File: src/rtl/pipe_ctrl.sv
// Pipeline sequencing controller: arbitrates jump, multi-cycle, load-use and bus-hold
// requests into per-stage hold flags and a PC redirect, with a multi-cycle watchdog.
module pipe_ctrl #(
    parameter int unsigned MC_TIMEOUT  = 64,
    parameter int unsigned STALL_CNT_W = 32
) (
    input  logic                   clk,
    input  logic                   rst,
    input  logic                   jump_flag_i,
    input  logic [31:0]            jump_addr_i,
    input  logic                   mc_start_i,
    input  logic                   mc_done_i,
    input  logic                   ld_hazard_i,
    input  logic                   ext_hold_i,
    output logic                   hold_pc_o,
    output logic                   hold_if_id_o,
    output logic                   hold_id_ex_o,
    output logic                   jump_flag_o,
    output logic [31:0]            jump_addr_o,
    output logic                   misalign_o,
    output logic                   mc_timeout_o,
    output logic [STALL_CNT_W-1:0] stall_cnt_o,
    output logic [1:0]             state_o
);

    localparam int unsigned WdW = $clog2(MC_TIMEOUT);
    localparam logic [WdW-1:0] WdLast = WdW'(MC_TIMEOUT - 1);

    typedef enum logic [1:0] {
        StRun      = 2'd0,
        StMcWait   = 2'd1,
        StRedirect = 2'd2
    } state_e;

    state_e                 state_q, state_d;
    logic [WdW-1:0]         wd_q, wd_d;
    logic [STALL_CNT_W-1:0] stall_q;

    logic hpc, hif, hie, jmp, tmo;

    always_comb begin
        state_d = state_q;
        wd_d    = wd_q;
        hpc     = 1'b0;
        hif     = 1'b0;
        hie     = 1'b0;
        jmp     = 1'b0;
        tmo     = 1'b0;
        case (state_q)
            StMcWait: begin
                wd_d = wd_q + 1'b1;
                if (mc_done_i) begin
                    // Done releases the pipe; a simultaneous jump is handled as in RUN
                    if (jump_flag_i) begin
                        jmp     = 1'b1;
                        hif     = 1'b1;
                        hie     = 1'b1;
                        state_d = StRedirect;
                    end else begin
                        state_d = StRun;
                    end
                end else begin
                    hpc = 1'b1;
                    hif = 1'b1;
                    hie = 1'b1;
                    if (wd_q == WdLast) begin
                        tmo     = 1'b1;
                        state_d = StRun;
                    end
                end
            end
            StRedirect: begin
                // Squash the stale word fetched before the redirect landed
                hif     = 1'b1;
                hpc     = ext_hold_i;
                state_d = StRun;
            end
            default: begin
                state_d = StRun;
                if (jump_flag_i) begin
                    jmp     = 1'b1;
                    hif     = 1'b1;
                    hie     = 1'b1;
                    state_d = StRedirect;
                end else if (mc_start_i) begin
                    hpc     = 1'b1;
                    hif     = 1'b1;
                    hie     = 1'b1;
                    wd_d    = '0;
                    state_d = StMcWait;
                end else if (ld_hazard_i || ext_hold_i) begin
                    hpc = 1'b1;
                    hif = 1'b1;
                end
            end
        endcase
    end

    // Combinational outputs are forced low while reset is asserted
    assign hold_pc_o    = rst & hpc;
    assign hold_if_id_o = rst & hif;
    assign hold_id_ex_o = rst & hie;
    assign jump_flag_o  = rst & jmp;
    assign jump_addr_o  = (rst && jmp) ? {jump_addr_i[31:2], 2'b00} : 32'h0;
    assign misalign_o   = rst & jmp & (|jump_addr_i[1:0]);
    assign mc_timeout_o = rst & tmo;
    assign stall_cnt_o  = stall_q;
    assign state_o      = state_q;

    always_ff @(posedge clk or negedge rst) begin
        if (!rst) begin
            state_q <= StRun;
            wd_q    <= '0;
            stall_q <= '0;
        end else begin
            state_q <= state_d;
            wd_q    <= wd_d;
            if (hold_pc_o && (stall_q != '1)) begin
                stall_q <= stall_q + 1'b1;
            end
        end
    end

endmodule

File: config.mk
export PLATFORM = sky130hd
export DESIGN_NAME = pipe_ctrl
export DESIGN_NICKNAME = d
export VERILOG_FILES = /design/src/rtl/pipe_ctrl.sv
export SDC_FILE = /design/constraint.sdc
export NUM_CORES = 1
export LEC_CHECK = 0
export CORE_MARGIN = 10
export CORE_UTILIZATION = 46
export CTS_BUF_LIST = sky130_fd_sc_hd__clkbuf_8 sky130_fd_sc_hd__clkbuf_16
export CTS_CLUSTER_SIZE = 10
export DETAILED_ROUTE_END_ITERATION = 10
export PLACE_DENSITY = 0.87
export SYNTH_ARGS = -nofsm -noshare
export SYNTH_HDL_FRONTEND = slang
export SYNTH_SLANG_ARGS = --single-unit
File: constraint.sdc
create_clock -name clk -period 6 [get_ports clk]
set_input_delay 1.2 -clock clk [delete_from_list [all_inputs] [get_ports clk]]
set_output_delay 1.2 -clock clk [all_outputs]
set_load 0.05 [all_outputs]
# Word-level counts from Yosys, hierarchy flattened
# Index checks and enable logic that the tools add are counted.
# W data, S select, Z words.
[op_classes]
add_sub_neg = 2
n_eq_ne = 6
n_mux = 27
n_bitwise = 7
reduce_logical = 6
[op_table]
columns = ["cell", "count"]
rows = [
  ["$add A32 B1 Y32 const B", 1],
  ["$mux W32", 1],
  ["$ne A32 B32 Y1 const B", 1],
  ["$mux W1", 14],
  ["$mux W6", 2],
  ["$pmux W6 S2", 1],
  ["$mux W2", 4],
  ["$pmux W1 S2", 4],
  ["$add A6 B1 Y6 const B", 1],
  ["$and A1 B1 Y1", 6],
  ["$eq A6 B6 Y1 const B", 1],
  ["$pmux W2 S2", 1],
  ["$ne A3 B3 Y1 const B", 1],
  ["$reduce_and A3 Y1", 1],
  ["$eq A2 B1 Y1 const B", 1],
  ["$eq A2 B2 Y1 const B", 1],
  ["$logic_and A1 B1 Y1", 2],
  ["$ne A2 B1 Y1 const B", 1],
  ["$reduce_bool A2 Y1", 1],
  ["$reduce_or A2 Y1", 1],
  ["$logic_or A1 B1 Y1", 1],
  ["$not A1 Y1", 1],
]
[totals]
ff_bits = 40
output_inout_bits = 72

# Depth between registers and ports, before layout
# Gate-level depths: netlist (run 1).
[depth]
depth_word = 7
ltp_mapped = 9
mapped_depth_nobuf = 7

# Worst setup path after synthesis (run 1)
# OpenSTA, ideal clock, no wires.
[synth_timing]
kind = "input to output"
from = "input port jump_flag_i"
to = "output port misalign_o"
t_arrival_ps = 2416
slack_ps = 2384
stages = 4
path_cell_list = "inv_1 nor2_1 and2_1 o21a_1"
[synth_via]
elab_chain_len = 5
[synth_lines]
columns = ["element", "line_no", "text"]
rows = [
  ["start, declared", "9", "input logic jump_flag_i,"],
  ["$mux W1 *", "54, 80", ""],
  ["$mux W1", "52", "if (mc_done_i) begin"],
  ["$pmux W1 S2 *", "49", "case (state_q)"],
  ["$and A1 B1 Y1 *", "-", ""],
  ["named net jump_flag_o", "18", "output logic jump_flag_o,"],
  ["$and A1 B1 Y1 *", "105", "assign misalign_o = rst & jmp & (|jump_addr_i[1:0]);"],
  ["end, declared", "20", "output logic misalign_o,"],
]
# The timed path passes the listed nets; every way through them passes the cells marked *.

# Final worst setup path (run 1)
[layout_timing]
from = "input port mc_start_i"
to = "output port hold_pc_o"
[layout_via]
elab_chain_len = 4
[layout_lines]
columns = ["element", "line_no", "text"]
rows = [
  ["start, declared", "11", "input logic mc_start_i,"],
  ["$mux W1", "85", "end else if (mc_start_i) begin"],
  ["$mux W1", "80", "if (jump_flag_i) begin"],
  ["$pmux W1 S2", "49", ""],
  ["$and A1 B1 Y1", "100", "assign hold_pc_o = rst & hpc;"],
  ["end, declared", "15", "output logic hold_pc_o,"],
]
# No other way between the ends.

==> results of run 1 <==
[stage by stage]
step	worst slack, ns	instance area (sq um)
floorplan	2.384	2500
global placement	1.507	3605
detailed placement	1.442	3605
CTS	1.442	3695
global route	1.265	3695
finish	1.425	3695
[registers in the layout (all words and copies together), names as in the netlist]
name,flops
stall_cnt_o,32
state_o,2
wd_q,6
[critical path: cells and delay by family]
family | cells | cell delay [ns]
buf+inv | 3 | 1.28
simple gates | 3 | 0.90
[area by class of cell]
type / count / share of cell area
tap: 70 / 0.02370
sequential: 40 / 0.2709
multi-input combinational: 207 / 0.3756
timing repair buffer: 111 / 0.2973
clock inverter: 2 / 0.002032
inverter: 8 / 0.008127
clock buffer: 6 / 0.02235
[power breakdown]
part	internal, mW	total, mW	switching, mW	leakage [nW]
sequential	0.301	0.342	0.0407	0.527
clock	0.0903	0.177	0.0869	0.0538
combinational	0.170	0.488	0.318	1.18
[metal layers]
metal,global-route usage,vias to the layer above,share of wire
met1,0.2100,1144,0.42
met4,0.04557,0,0.011
met2,0.3010,120,0.48
met3,0.05675,10,0.088
li1,-,1164,-
met5,0,-,0
[cell families after synthesis]
family | count (synthesis) | share of synthesized area
other cells | 1 | 0.001502
flops | 40 | 0.4010
compound gates | 23 | 0.06116
buf+inv | 23 | 0.04461
mux | 2 | 0.01052
simple gates | 145 | 0.3509
fa+ha+maj | 5 | 0.02506
xor+xnor | 30 | 0.1053
[Yosys cell counts, drive strengths merged (2+ instances only)]
master | instances | area, sq um
dfrtp | 40 | 1001
and3 | 38 | 237.7
xor2 | 28 | 245.2
nand2 | 25 | 93.84
nor3 | 21 | 110.1
nand3 | 12 | 60.06
nor2 | 12 | 47.55
nor4 | 10 | 111.4
clkbuf | 9 | 33.78
inv | 8 | 30.03
nand4 | 8 | 56.30
o21ai | 8 | 40.04
buf | 6 | 47.54
ha | 5 | 62.56
a21oi | 4 | 20.02
and2 | 4 | 25.02
nor4b | 4 | 47.55
a22o | 3 | 26.28
nor3b | 3 | 22.52
mux2 | 2 | 26.27
nor2b | 2 | 12.51
or2 | 2 | 12.52
or3 | 2 | 22.52
xnor2 | 2 | 17.52
[worst paths after layout]
check	to	start
max in group asynchronous	stall_cnt_o[15]	rst
hold reg to reg	stall_cnt_o[15]	stall_cnt_o[15]
min in group asynchronous	state_o[1]	rst
setup / recovery	hold_pc_o	mc_start_i
hold / removal	stall_cnt_o[15]	stall_cnt_o[15]
setup reg to reg	stall_cnt_o[28]	state_o[0]
==> out/results.ini, run 1 <==
[sta]
timing.hold.ws_ns = 0.5006
layout_min_cycle_time_ns = 4.575
final-setup-viol-count = 0
grt_setup_unrepaired = no
slew_violations = 0
hold_viol_final = 0
tns_ns = 0
clock_skew_ns = 0.003125
tightest_slew_ns = 1.200
max_freq_mhz = 218.6
relSlewSlack = 0.1985
fin_crit_sh = 0.7625

[cells_and_area]
layout.cells.non_filler = 444
final_cell_mix = clkdlybuf4s50_1, dfrtp_1, and3_1
syn_to_final_growth_pct = 48.02
register_area_sq_mm = 0.001001
drive_gt1_frac = 0.06952
finalNetCount = 417
final_common_cell = clkdlybuf4s50_1
final_util = 0.7143
n_antenna_cell = 0
fillers = 392
multi_input_area_sq_mm = 0.001388

[floorplanning]
num_io_pins = 111
dieWidth_um = 93.67
initial_core_util = 0.4826
rows = 26
die_y_um = 93.67
core_area_sq_mm = 0.005172
dieArea_sq_mm = 0.008773

[worst_setup_path]
worstPathArrival_ns = 3.37
rrSetupSlack_ns = 3.26
crit_path_frequent_cell = clkdlybuf4s50_1
cp-start-kind = primary input
endpoint_kind = primary output
cp_max_fo = 9
criticalPathCategory = in2out
cp_slowest_stage_delay_ns = 0.73
crit_slowest_cell = clkdlybuf4s50_1
reg2reg_depth = 7
crit_required_ns = 4.80
crit_chain = clkdlybuf4s50_1 -> nor3_1 -> nor4b_2 -> nor2_1 -> inv_1 -> clkdlybuf4s50_1

[worst_hold_path]
worstHoldPathType = reg2reg
hold_path_depth = 1

[clock_tree]
clk_path_buf_depth = 2
clk_latency_ns = 0.29
ctsResizeCount = 0
cts_max_level = 2
hold_buffers = 0
cts_setup_buffers = 0
cts_root_buf = clkbuf_8
clock-sinks = 40
cts_made_buffers = 5
clkTransAtPathRegs_ns = 0.07
cts_tree = yes

[synth]
synth_cells = 269
synth.avg_cell_area_sq_um = 9.279
synth_area_sq_mm = 0.002496
yosysSeqAreaShare = 0.4010
synth-edff-count = 0
ys.flop_type = dfrtp_1
synth-seq-cells = 40
ys_types = 45
synthArstFlopShare = 1.000
ys_warn_count = 0

[drt]
drt_iter0_markers = 106
avgViaCountPerCell = 5.491
ant_nets = 0
drc = 0
via_count = 2438
drt_pass1_iterations = 4
wl_per_cell_um = 17.92
routed_wl_um = 7956

[place]
port_buffers = 108
gp_congestion = 0.9009
dp.cells = 436
hpwl_um = 6139

[power]
p_leak_nw = 1.757
power_mw = 1.007
p_per_area_mw_per_mm2 = 272.6
peakVddDrop_mv = 0.2951

[flow_run]
maxCapViolCount = 0

[global_routing]
track_usage = 0.1768
grt_pass1_vias = 2405
antenna_found_initial = 0
grt_start_max_net_pins = 43
grt_overflow_total = 0
grt_pass1_wl_um = 12630

[status]
status = finished, final reports clean

(Power assumes the default switching activity.)
==> run 2, diff against run 1 <==
CORE_UTILIZATION = 42   (was 46)
PLACE_DENSITY = 0.8   (was 0.87)
clock period = 4.4 ns   (was 6 ns; I/O delays follow)
==> out/results.ini, run 2 (same netlist as run 1, synthesis figures left out) <==
[floorplanning]
num_io_pins = 111  ; unchanged
dieWidth_um = 97.09  ; +3.7%
die_y_um = 97.09  ; +3.7%
dieArea_sq_mm = 0.009426  ; +7.4%
rows = 28  ; +7.7%
initial_core_util = 0.4266  ; -0.05594
core_area_sq_mm = 0.005851  ; +13%

[drt]
wl_per_cell_um = 17.99  ; +0.40%
drt_iter0_markers = 126  ; +19%
ant_nets = 0  ; unchanged
via_count = 2433  ; -0.21%
drc = 0  ; unchanged
avgViaCountPerCell = 5.383  ; -2.0%
routed_wl_um = 8132  ; +2.2%
drt_pass1_iterations = 4  ; unchanged

[clock_tree]
cts_root_buf = clkbuf_8
cts_max_level = 2  ; unchanged
clock-sinks = 40  ; unchanged
clkTransAtPathRegs_ns = 0.07  ; about the same
cts_tree = yes
cts_setup_buffers = 0  ; unchanged
ctsResizeCount = 0  ; unchanged
hold_buffers = 0  ; unchanged
cts_made_buffers = 5  ; unchanged
clk_latency_ns = 0.29  ; about the same
clk_path_buf_depth = 2  ; unchanged

[sta]
slew_violations = 0  ; unchanged
tightest_slew_ns = 0.9230  ; -0.2768 ns
setup_ws_ns = 0.6836  ; -0.7416 ns
hold_viol_final = 0  ; unchanged
final-setup-viol-count = 0  ; unchanged
fin_crit_sh = 0.8446
max_freq_mhz = 269.1
relSlewSlack = 0.3813  ; +0.1828
layout_min_cycle_time_ns = 3.716
clock_skew_ns = 0.001700  ; -0.001424 ns
grt_setup_unrepaired = no
tns_ns = 0  ; unchanged

[place]
dp_slack_ns = 0.7036  ; -0.7383 ns
hpwl_um = 6503  ; +5.9%
port_buffers = 108  ; unchanged
dp.cells = 445  ; +2.1%
gp_congestion = 0.9196  ; +2.1%

[power]
p_leak_nw = 1.928  ; +9.7%
peakVddDrop_mv = 0.3609  ; +22%
power_mw = 1.480  ; +47%
p_per_area_mw_per_mm2 = 364.7  ; +34%

[worst_setup_path]
crit_path_frequent_cell = clkdlybuf4s50_1
rrSetupSlack_ns = 2.04  ; -1.22 ns
r2r-start = state_o[0]
crit_family = buffers and inverters
worstPathArrival_ns = 2.84  ; -0.53 ns
cp-start-kind = primary input
reg2reg_depth = 8  ; +1
cp_slowest_stage_delay_ns = 0.80  ; +0.07 ns
endpoint_kind = primary output
worst-path-buf-inv = 3  ; unchanged
crit_required_ns = 3.52  ; -1.28 ns
crit_chain = clkdlybuf4s50_1 -> nor3_1 -> nor4b_2 -> nor2_1 -> inv_1 -> clkdlybuf4s50_1
crit_slowest_cell = clkdlybuf4s50_1
criticalPathCategory = in2out
r2r-end = stall_cnt_o[15]
cp_max_fo = 4  ; -5

[global_routing]
track_usage = 0.1689  ; -0.007943
grt_pass1_wl_um = 13340  ; +5.6%
grt_start_max_net_pins = 33  ; -23%
grt_pass1_vias = 2361  ; -1.8%
antenna_found_initial = 0  ; unchanged
grt_overflow_total = 0  ; unchanged

[cells_and_area]
final_util = 0.6935  ; -0.02078
final_common_cell = clkdlybuf4s50_1
largest_register_ffs = 32  ; unchanged
drive_gt1_frac = 0.1671  ; +0.09759
n_antenna_cell = 0  ; unchanged
syn_to_final_growth_pct = 62.56
layout.cells.non_filler = 452  ; +1.8%
final_cell_mix = clkdlybuf4s50_1, dfrtp_1, and3_1
finalNetCount = 421  ; +0.96%

[worst_hold_path]
worstHoldStart = stall_cnt_o[15]
hold_end = stall_cnt_o[15]
worstHoldPathType = reg2reg
hold_path_depth = 1  ; unchanged

[status]
status = finished, final reports clean

[flow_run]
maxCapViolCount = 0  ; unchanged

## run 2: cell type report
cell class | count | area [sq um]
fill | 448 | 1793
sequential | 40 | 1001
timing repair buffer | 115 | 1449
tap | 75 | 93.84
multi-input combinational | 207 | 1388
clock buffer | 7 | 96.34
inverter | 8 | 30.03
## run 2: stage by stage
stage / area (sq um) / hold WS (ns)
after floorplan: 2500 / 0.4759
after global placement: 3961 / 0.4822
after detailed placement: 3961 / 0.5062
after CTS: 4058 / 0.4984
after global routing: 4058 / 0.5473
final: 4058 / 0.4942
## run 2: routing by layer
| metal | vias up | GRT usage | part of all wire |
|---|---|---|---|
| met5 | - | 0 | 0 |
| met4 | 0 | 0.03065 | 0.0073 |
| met3 | 7 | 0.06117 | 0.080 |
| met2 | 94 | 0.2716 | 0.47 |
| met1 | 1161 | 0.2127 | 0.44 |
| li1 | 1171 | - | - |
## run 2: worst register-to-register path, cell delays in order, from the launching register on
cell and delay (ns):
dfrtp_1 0.41, inv_1 0.08, ha_1 0.42, inv_1 0.12, nor4b_2 0.37, o21ai_0 0.13
buf_4 0.20, nor4b_1 0.39, xor2_1 0.17
## run 2: worst max-delay path by stage
| stage | startpoint | to | slack (ns) | cells after the start |
|---|---|---|---|---|
| floorplan | state_o[0] | misalign_o | 1.14 | 7 |
| detailed placement | mc_start_i | hold_pc_o | 0.70 | 6 |
| finish | mc_start_i | hold_pc_o | 0.68 | 6 |
| global placement | mc_start_i | hold_pc_o | 0.74 | 6 |
| global route | mc_start_i | hold_pc_o | 0.61 | 6 |
| CTS | mc_start_i | hold_pc_o | 0.69 | 6 |
## run 2: power breakdown
group,internal (mW),switching (mW)
sequential,0.411,0.0571
combinational,0.298,0.453
clock,0.140,0.121
total,0.849,0.631
==> run 3, diff against run 2 <==
CORE_UTILIZATION = 38   (was 42)
PLACE_DENSITY = 0.77   (was 0.8)
clock period = 3 ns   (was 4.4 ns; I/O delays follow)
==> out/results.ini, run 3 (same netlist as run 1, synthesis figures left out) <==
[status]
status = finished, final reports clean

[clock_tree]
ctsResizeCount = 0  ; unchanged
clk_path_buf_depth = 2  ; unchanged
clock-sinks = 40  ; unchanged
cts_max_level = 2  ; unchanged
cts_setup_buffers = 0  ; unchanged
cts_made_buffers = 5  ; unchanged
cts_tree = yes
cts_root_buf = clkbuf_8
hold_buffers = 0  ; unchanged
clk_latency_ns = 0.30  ; about the same
clkTransAtPathRegs_ns = 0.08  ; about the same

[floorplanning]
dieWidth_um = 101.1  ; +4.1%
initial_core_util = 0.3931  ; -0.03354
dieArea_sq_mm = 0.01021  ; +8.3%
rows = 29  ; +3.6%
num_io_pins = 111  ; unchanged
core_area_sq_mm = 0.006350  ; +8.5%
die_y_um = 101.1  ; +4.1%

[worst_setup_path]
cp_slowest_stage_delay_ns = 0.40  ; -0.40 ns
r2r-start = state_o[0]
reg2reg_depth = 7  ; -1
endpoint_kind = primary output
crit_required_ns = 2.40  ; -1.12 ns
crit_chain = inv_1 -> ha_1 -> a21oi_1 -> nor2_1 -> buf_12 -> and2_1 -> o21a_1 -> buf_12
crit_path_frequent_cell = buf_12
cp_max_fo = 32  ; +28
cp-start-kind = register
crit_slowest_cell = dfrtp_1
worstPathArrival_ns = 2.20  ; -0.64 ns
worstSetupEndpoint = misalign_o
criticalPathCategory = reg2out
startpoint = state_o[1]
rrSetupSlack_ns = 0.51  ; -1.53 ns
r2r-end = stall_cnt_o[28]

[power]
p_per_area_mw_per_mm2 = 548.1  ; +50%
power.net_switching_mw = 0.9435  ; +50%
clock_power_share = 0.205  ; +0.029
combPwrFrac = 0.491  ; -0.017
p_int_mw = 1.296  ; +53%
peakVddDrop_mv = 0.3718  ; +3.0%
sw_frac_of_total = 0.4212  ; -0.005077
p_seq_frac = 0.305  ; -0.011
p_leak_nw = 1.943  ; +0.80%

[sta]
fin_crit_sh = 0.9327
max_freq_mhz = 357.4
final-setup-viol-count = 0  ; unchanged
clock_skew_ns = 0.008722  ; +0.007022 ns
tightest_slew_ns = 1.044  ; +0.1207 ns
setup_ws_ns = 0.2018  ; -0.4818 ns
layout_min_cycle_time_ns = 2.798
tns_ns = 0  ; unchanged
slew_violations = 0  ; unchanged
grt_setup_unrepaired = no
relSlewSlack = 0.3028  ; -0.07852
hold_viol_final = 0  ; unchanged

[global_routing]
grt_pass1_vias = 2406  ; +1.9%
grt_overflow_total = 0  ; unchanged
grt_pass1_wl_um = 12450  ; -6.6%
antenna_found_initial = 0  ; unchanged
grt_start_max_net_pins = 75  ; +130%
track_usage = 0.1482  ; -0.02074

[worst_hold_path]
worstHoldPathType = in2async

[cells_and_area]
largest_register_ffs = 32  ; unchanged
final_common_cell = clkdlybuf4s50_1
final_cell_mix = clkdlybuf4s50_1, dfrtp_1, and3_1
n_antenna_cell = 0  ; unchanged
layout.cells.non_filler = 454  ; +0.44%
drive_gt1_frac = 0.1777  ; +0.01061
fillers = 521  ; +16%
finalNetCount = 420  ; -0.24%
syn_to_final_growth_pct = 63.71

[place]
port_buffers = 108  ; unchanged
dp_slack_ns = 0.1288  ; -0.5748 ns
hpwl_um = 6135  ; -5.6%
gp_congestion = 0.8505  ; -7.5%
dp.cells = 446  ; +0.22%

[drt]
drt_iter0_markers = 95  ; -25%
ant_nets = 0  ; unchanged
routed_wl_um = 7768  ; -4.5%
drc = 0  ; unchanged
avgViaCountPerCell = 5.244  ; -2.6%
drt_pass1_iterations = 4  ; unchanged
wl_per_cell_um = 17.11  ; -4.9%
via_count = 2381  ; -2.1%

[flow_run]
maxCapViolCount = 0  ; unchanged

run 3: worst max-delay path, delay by kind of cell (launching register included):
kind                     cells  cell delay (ns)
flip-flops                   1             0.40
AND/OR/NAND/NOR              2             0.39
AO/OA/AOI/OAI                2             0.30
adder cells (fa/ha/maj)      1             0.36
buffers and inverters        3             0.43
run 3: layout make-up:
class	instances	area (sq um)	area share
clock buffers	5	68.82	0.01684
clock inverters	3	46.29	0.01133
inverters	8	30.03	0.007348
multi-input cells	207	1388	0.3396
flip-flops and latches	40	1001	0.2449
well taps	77	96.34	0.02358
repair buffers	114	1456	0.3564
run 3: metal layers:
layer	GRT usage	up-vias	wire length [um]
li1	-	1166	-
met1	0.1744	1124	3162
met2	0.2515	84	3908
met3	0.05281	7	641
met4	0.03215	0	55
met5	0	-	0
run 3: power groups by stage:
| stage | Sequential (mW) | Clock, mW | Combinational, mW |
|---|---|---|---|
| 3_5_place_dp | 0.693 | 0 | 1.11 |
| 3_3_place_gp | 0.692 | 0 | 1.10 |
| 5_1_grt | 0.693 | 0.492 | 1.17 |
| 6_report | 0.683 | 0.459 | 1.10 |
| 2_1_floorplan | 0.873 | 0 | 0.446 |
| 4_1_cts | 0.683 | 0.468 | 1.11 |
run 3: worst min-delay path by stage:
stage	startpoint	endpoint	slack [ns]	depth (start not counted)
after global routing	rst	state_o[1]	0.35	2
final	rst	state_o[0]	0.33	2
after detailed placement	stall_cnt_o[15]	stall_cnt_o[15]	0.49	1
after CTS	rst	stall_cnt_o[18]	0.33	2
after global placement	stall_cnt_o[15]	stall_cnt_o[15]	0.48	1
after floorplan	rst	stall_cnt_o[0]	0.30	0
run 3: through the flow:
stage	power, mW	hold WS (ns)	cell area [sq um]	util
global placement	1.787	0.4801	3971	0.6254
finish	2.240	0.3278	4086	0.6435
CTS	2.263	0.3311	4086	0.6435
floorplan	1.319	0.3044	2500	-
detailed placement	1.802	0.4857	3971	0.6254
global route	2.351	0.3473	4086	0.6435
==> edit 1, RTL diff (flow settings as in run 3) <==
Change the parameter `STALL_CNT_W` from 32 to 36.
--- a/src/rtl/pipe_ctrl.sv
+++ b/src/rtl/pipe_ctrl.sv
@@ -4,3 +4,3 @@
     parameter int unsigned MC_TIMEOUT  = 64,
-    parameter int unsigned STALL_CNT_W = 32
+    parameter int unsigned STALL_CNT_W = 36
 ) (
Interface: changed (resized stall_cnt_o); port bits go from 111 to 115. The function was not compared with the original's and may differ.
==> edit 1 against run 3 <==
- wire length increased by 0.68%
- worst setup slack gained 0.063 ns
- final area up 2.1%
- utilization up 0.97 points
- power grew 10%
- sequential cell count rose by 4
- area after synthesis rose by 1.2%
- critical endpoint is now hold_pc_o
- largest cell class unchanged
- largest power group unchanged
==> edit 1: results (changes against run 3) <==
| Metric | Value |
|---|---|
| Routed wire per std cell | `17.5 um (was 17.1 um)` |
| PwrDens | `593 nW/um2 (was 548 nW/um2)` |
| Setup bufs post-CTS | `0 (unchanged)` |
| Mux contribution to synthesized area | `1.39% (was 1.05%)` |
| First-pass GRT wire length | `12500 um (about the same)` |
| Clk_skew | `0.00337 ns (was 0.00872 ns)` |
| Pleak | `1.85 nW (was 1.94 nW)` |
| Dominant cells by area after synthesis | `dfrtp_1 (44%), xnor2_1 (9.0%), and2_1 (7.9%) (was dfrtp_1 (40%), xor2_1 (9.8%), and3_1 (9.5%))` |
| H-tree Lvls | `2 (unchanged)` |
| Fraction of registers with async set/reset | `100% (unchanged)` |
| Clock buffer count from CTS | `5 (unchanged)` |
| Clk slew on worst S/H paths | `0.08 ns (about the same)` |
| Most common library cells after synthesis | `dfrtp_1 (44), and2_1 (32), xnor2_1 (26) (was dfrtp_1 (40), and3_1 (38), xor2_1 (28))` |
| Comb. pwr | `0.00134 W (was 0.00110 W)` |
| DRT Pass-1 Iters | `4 (unchanged)` |
| Crit path max-delay family | `buffers and inverters (unchanged)` |
| CP arrival | `2.14 ns (was 2.20 ns)` |
| Synth Area in Adders | `1.98% (was 2.51%)` |
| Clock network power | `0.000396 W (was 0.000459 W)` |
| Starting DRC count in detailed routing | `45 (was 95)` |
| Sequential share of the synthesized area | `43.6% (was 40.1%)` |
| Proportion of layout cells with a drive suffix above 1 | `16.8% (was 17.8%)` |
| Yosys cell types | `42 (was 45)` |
| Critical path launch point | `mc_done_i (was state_o[1])` |
| HP Class | `primary input to async pin (unchanged)` |
| Final net count | `413 (was 420)` |
| Synth Flop Type | `dfrtp_1 (unchanged)` |
| RR Startpoint | `state_o[1] (was state_o[0])` |
| Rel. slew slack | `54.4% (was 30.3%)` |
| Int Power | `0.00142 W (was 0.00130 W)` |
| Synth Area in Compound Gates | `3.77% (was 6.12%)` |
| Tot GR Track Use | `15.0% (was 14.8%)` |
| Root Driver | `clkbuf_8 (unchanged)` |
| Post-CTS Resized | `0 (unchanged)` |
| Status | `finished clean (unchanged)` |
| Max reg flops | `36 (was 32)` |
| Clock latency on the worst-skew pair | `~0.29 ns` |
| Worst vdd ir | `0.596 mV (was 0.372 mV)` |
| PortBufs | `112 (was 108)` |
| Number of diodes | `0 (unchanged)` |
| Hpwl dp | `6370 um (was 6140 um)` |
| Initial antenna violation count | `0 (unchanged)` |
| Crit-path slowest cell | `clkdlybuf4s50_1 (was dfrtp_1)` |
| Synth Warn # | `0 (unchanged)` |
| Critical Path Max Stage Delay | `0.57 ns (was 0.40 ns)` |
| Vias per inst | `5.03 (was 5.24)` |
| Largest net degree at the start of global routing | `33 (was 75)` |
| Number of global-route vias before repair | `2375 (was 2406)` |
| Xor-xnor portion of the synthesized cell area | `13.2% (was 10.5%)` |
| Maximum root-to-sink buffer count | `2 (unchanged)` |
| Worst Path Max Fanout | `6 (was 32)` |
| GPL Wtd Cong | `0.826 (was 0.851)` |
-- edit 1: cell types whose count changed in the layout (fill, tap and decap cells not counted), sizes merged, moves of 5 or more --
| cell | delta |
|---|---|
| nand4 | +12 |
| xnor2 | +24 |
| and2 | +29 |
| nor4 | -8 |
| nor3 | -16 |
| and3 | -27 |
| xor2 | -16 |
| nor2 | +5 |
-- edit 1: path summary, 6_finish.rpt --
| check | end | slack, ns | cells after the start |
|---|---|---|---|
| min | stall_cnt_o[31] | 0.16 | 1 |
| min in group clk | stall_cnt_o[13] | 0.50 | 1 |
| max in group asynchronous | stall_cnt_o[16] | 2.19 | 2 |
| min reg2reg | stall_cnt_o[13] | 0.50 | 1 |
| max reg2reg | stall_cnt_o[6] | 0.69 | 9 |
| max | hold_pc_o | 0.26 | 6 |
-- edit 1: per-stage QoR --
| step | hold slack, ns | instances | cell area (um2) | setup WS [ns] |
|---|---|---|---|---|
| 2_1_floorplan | 0.304 | 257 | 2530 | 0.0188 |
| 3_5_place_dp | 0.477 | 440 | 4080 | 0.286 |
| 6_report | 0.163 | 447 | 4170 | 0.265 |
| 4_1_cts | 0.156 | 447 | 4170 | 0.274 |
| 3_3_place_gp | 0.474 | 440 | 4080 | 0.339 |
| 5_1_grt | 0.155 | 447 | 4170 | 0.137 |
-- edit 1: area by class of cell --
type                       count  area (um2)
fill                         505        2210
timing repair buffer         116        1510
multi-input combinational    197        1350
sequential                    44        1100
clock buffer                   7        96.3
tap                           77        96.3
inverter                       6        22.5
-- edit 1: layer usage --
layer  part of all wire [%]  track usage, %  vias to the layer above
met5                      0               0                        -
met4                   0.58            2.57                        0
met3                    5.0            4.63                        6
met2                     55            25.6                       51
met1                     39            18.2                     1091
li1                       -               -                     1099
==> edit 2, RTL diff (flow settings as in run 3) <==
Made on the original files. Register the output `mc_timeout_o`; this adds one clock of latency there. The other outputs are not delayed to match.
--- a/src/rtl/pipe_ctrl.sv
+++ b/src/rtl/pipe_ctrl.sv
@@ -105,3 +105,5 @@
     assign misalign_o   = rst & jmp & (|jump_addr_i[1:0]);
-    assign mc_timeout_o = rst & tmo;
+    always_ff @(posedge clk) begin
+        mc_timeout_o <= rst & tmo;
+    end
     assign stall_cnt_o  = stall_q;
Check against the original RTL: no difference found for any inputs over 10 cycles, from zero or initial values and one cycle with rst low; that may be too few to reach the edited logic, so the function may still have changed.
==> edit 2 against run 3 <==
- worst setup slack worse by 0.016 ns
- utilization up 0.085 points
- wire length up 0.95%
- largest power group unchanged
- power up 1.2%
- final area rose by 0.70%
- clock skew grew 0.0013 ns
- sequential cell count increased by 1
- sequential power rose by 3%
- critical path type is now primary input to output port
- synthesized cell count rose by 0.37%
- area after synthesis up 0.80%
- critical endpoint unchanged
- highest routed layer unchanged
==> edit 2: results (changes against run 3) <==
| Metric | Value |
|---|---|
| Status | `finished clean (unchanged)` |
| Register-to-register setup slack | `0.46 ns (was 0.51 ns)` |
| Fillcell total | `508 (was 521)` |
| Critical Path Max Stage Delay | `0.54 ns (was 0.40 ns)` |
| Pleak | `1.96 nW (was 1.94 nW)` |
| Yosys cell types | `46 (was 45)` |
| Tot GR Track Use | `14.7% (was 14.8%)` |
| Crit-path slowest cell | `clkdlybuf4s50_1 (was dfrtp_1)` |
| Worst Tran Pin Value | `1.09 ns (was 1.04 ns)` |
| Worst Path Max Fanout | `13 (was 32)` |
| First-pass GRT wire length | `12500 um (about the same)` |
| GPL Wtd Cong | `0.894 (was 0.851)` |
| Starting DRC count in detailed routing | `125 (was 95)` |
| Fraction of registers with async set/reset | `97.6% (was 100%)` |
| Proportion of layout cells with a drive suffix above 1 | `17.9% (was 17.8%)` |
| Hpwl dp | `6350 um (was 6140 um)` |
| Clk_skew | `0.0100 ns (was 0.00872 ns)` |
| Overall routed net length | `7840 um (was 7770 um)` |
| Critical path launch point | `jump_flag_i (was state_o[1])` |
| Worst vdd ir | `0.403 mV (was 0.372 mV)` |
| Largest net degree at the start of global routing | `42 (was 75)` |
| Vias per inst | `5.32 (was 5.24)` |
| Sequential share of the synthesized area | `40.6% (was 40.1%)` |
| Most common library cells after synthesis | `dfrtp_1 (40), and3_1 (38), xor2_1 (28) (unchanged)` |
| Placed Area | `4000 um2 (was 3970 um2)` |
| Number of global-route vias before repair | `2372 (was 2406)` |
| RR Startpoint | `state_o[0] (unchanged)` |
## edit 2: layout make-up
class                      count  area (um2)  area share (%)
clock buffer                   6        82.6            2.01
clock inverter                 2        33.8           0.821
inverter                       8        30.0           0.730
multi-input combinational    207        1390            33.8
sequential                    41        1020            24.8
tap                           77        96.3            2.34
timing repair buffer         116        1460            35.5
## edit 2: kinds of logic after synthesis
family / count (synthesis) / synth area share (%)
flops: 41 / 40.6
mux: 2 / 1.04
compound gates: 23 / 6.07
buf+inv: 23 / 4.43
other cells: 1 / 0.149
fa+ha+maj: 5 / 2.49
xor+xnor: 30 / 10.4
simple gates: 145 / 34.8
## edit 2: metrics by stage
| stage | setup slack [ns] | instances |
|---|---|---|
| after floorplan | 0.0208 | 271 |
| after CTS | 0.160 | 457 |
| final | 0.186 | 457 |
| after global placement | 0.189 | 449 |
| after global routing | 0.0124 | 457 |
| after detailed placement | 0.131 | 449 |
## edit 2: where the power goes
group / internal, W / switching, W / leakage (nW) / total (W)
combinational: 0.000448 / 0.000660 / 1.36 / 0.00111
clock: 0.000268 / 0.000190 / 0.0626 / 0.000458
sequential: 0.000616 / 0.0000858 / 0.535 / 0.000701
## edit 2: critical path, delay by kind of cell
| kind | cells | cell delay (ns) |
|---|---|---|
| buf+inv | 4 | 1.02 |
| simple gates | 2 | 0.41 |
| compound gates | 1 | 0.18 |
## edit 2: how the worst min path moves through the flow
stage                                  to       startpoint  slack, ns  cells after the start
after floorplan            stall_cnt_o[0]              rst       0.30                      0
after detailed placement  stall_cnt_o[15]  stall_cnt_o[15]       0.50                      1
final                     stall_cnt_o[15]  stall_cnt_o[15]       0.50                      1
after global routing      stall_cnt_o[12]  stall_cnt_o[12]       0.53                      1
after global placement    stall_cnt_o[15]  stall_cnt_o[15]       0.48                      1
after CTS                 stall_cnt_o[15]  stall_cnt_o[15]       0.51                      1
## edit 2: metal layers
layer | GRT usage [%] | share of wire (%)
met2 | 23.3 | 47
met1 | 19.1 | 45
met3 | 4.42 | 7.0
met5 | 0 | 0
met4 | 3.75 | 1.6
## edit 2: what timing repair did
item / CTS / global route
hold buffers: 0 / 0
gates resized for setup: 0 / 1
setup endpoints to repair: 0 / 1
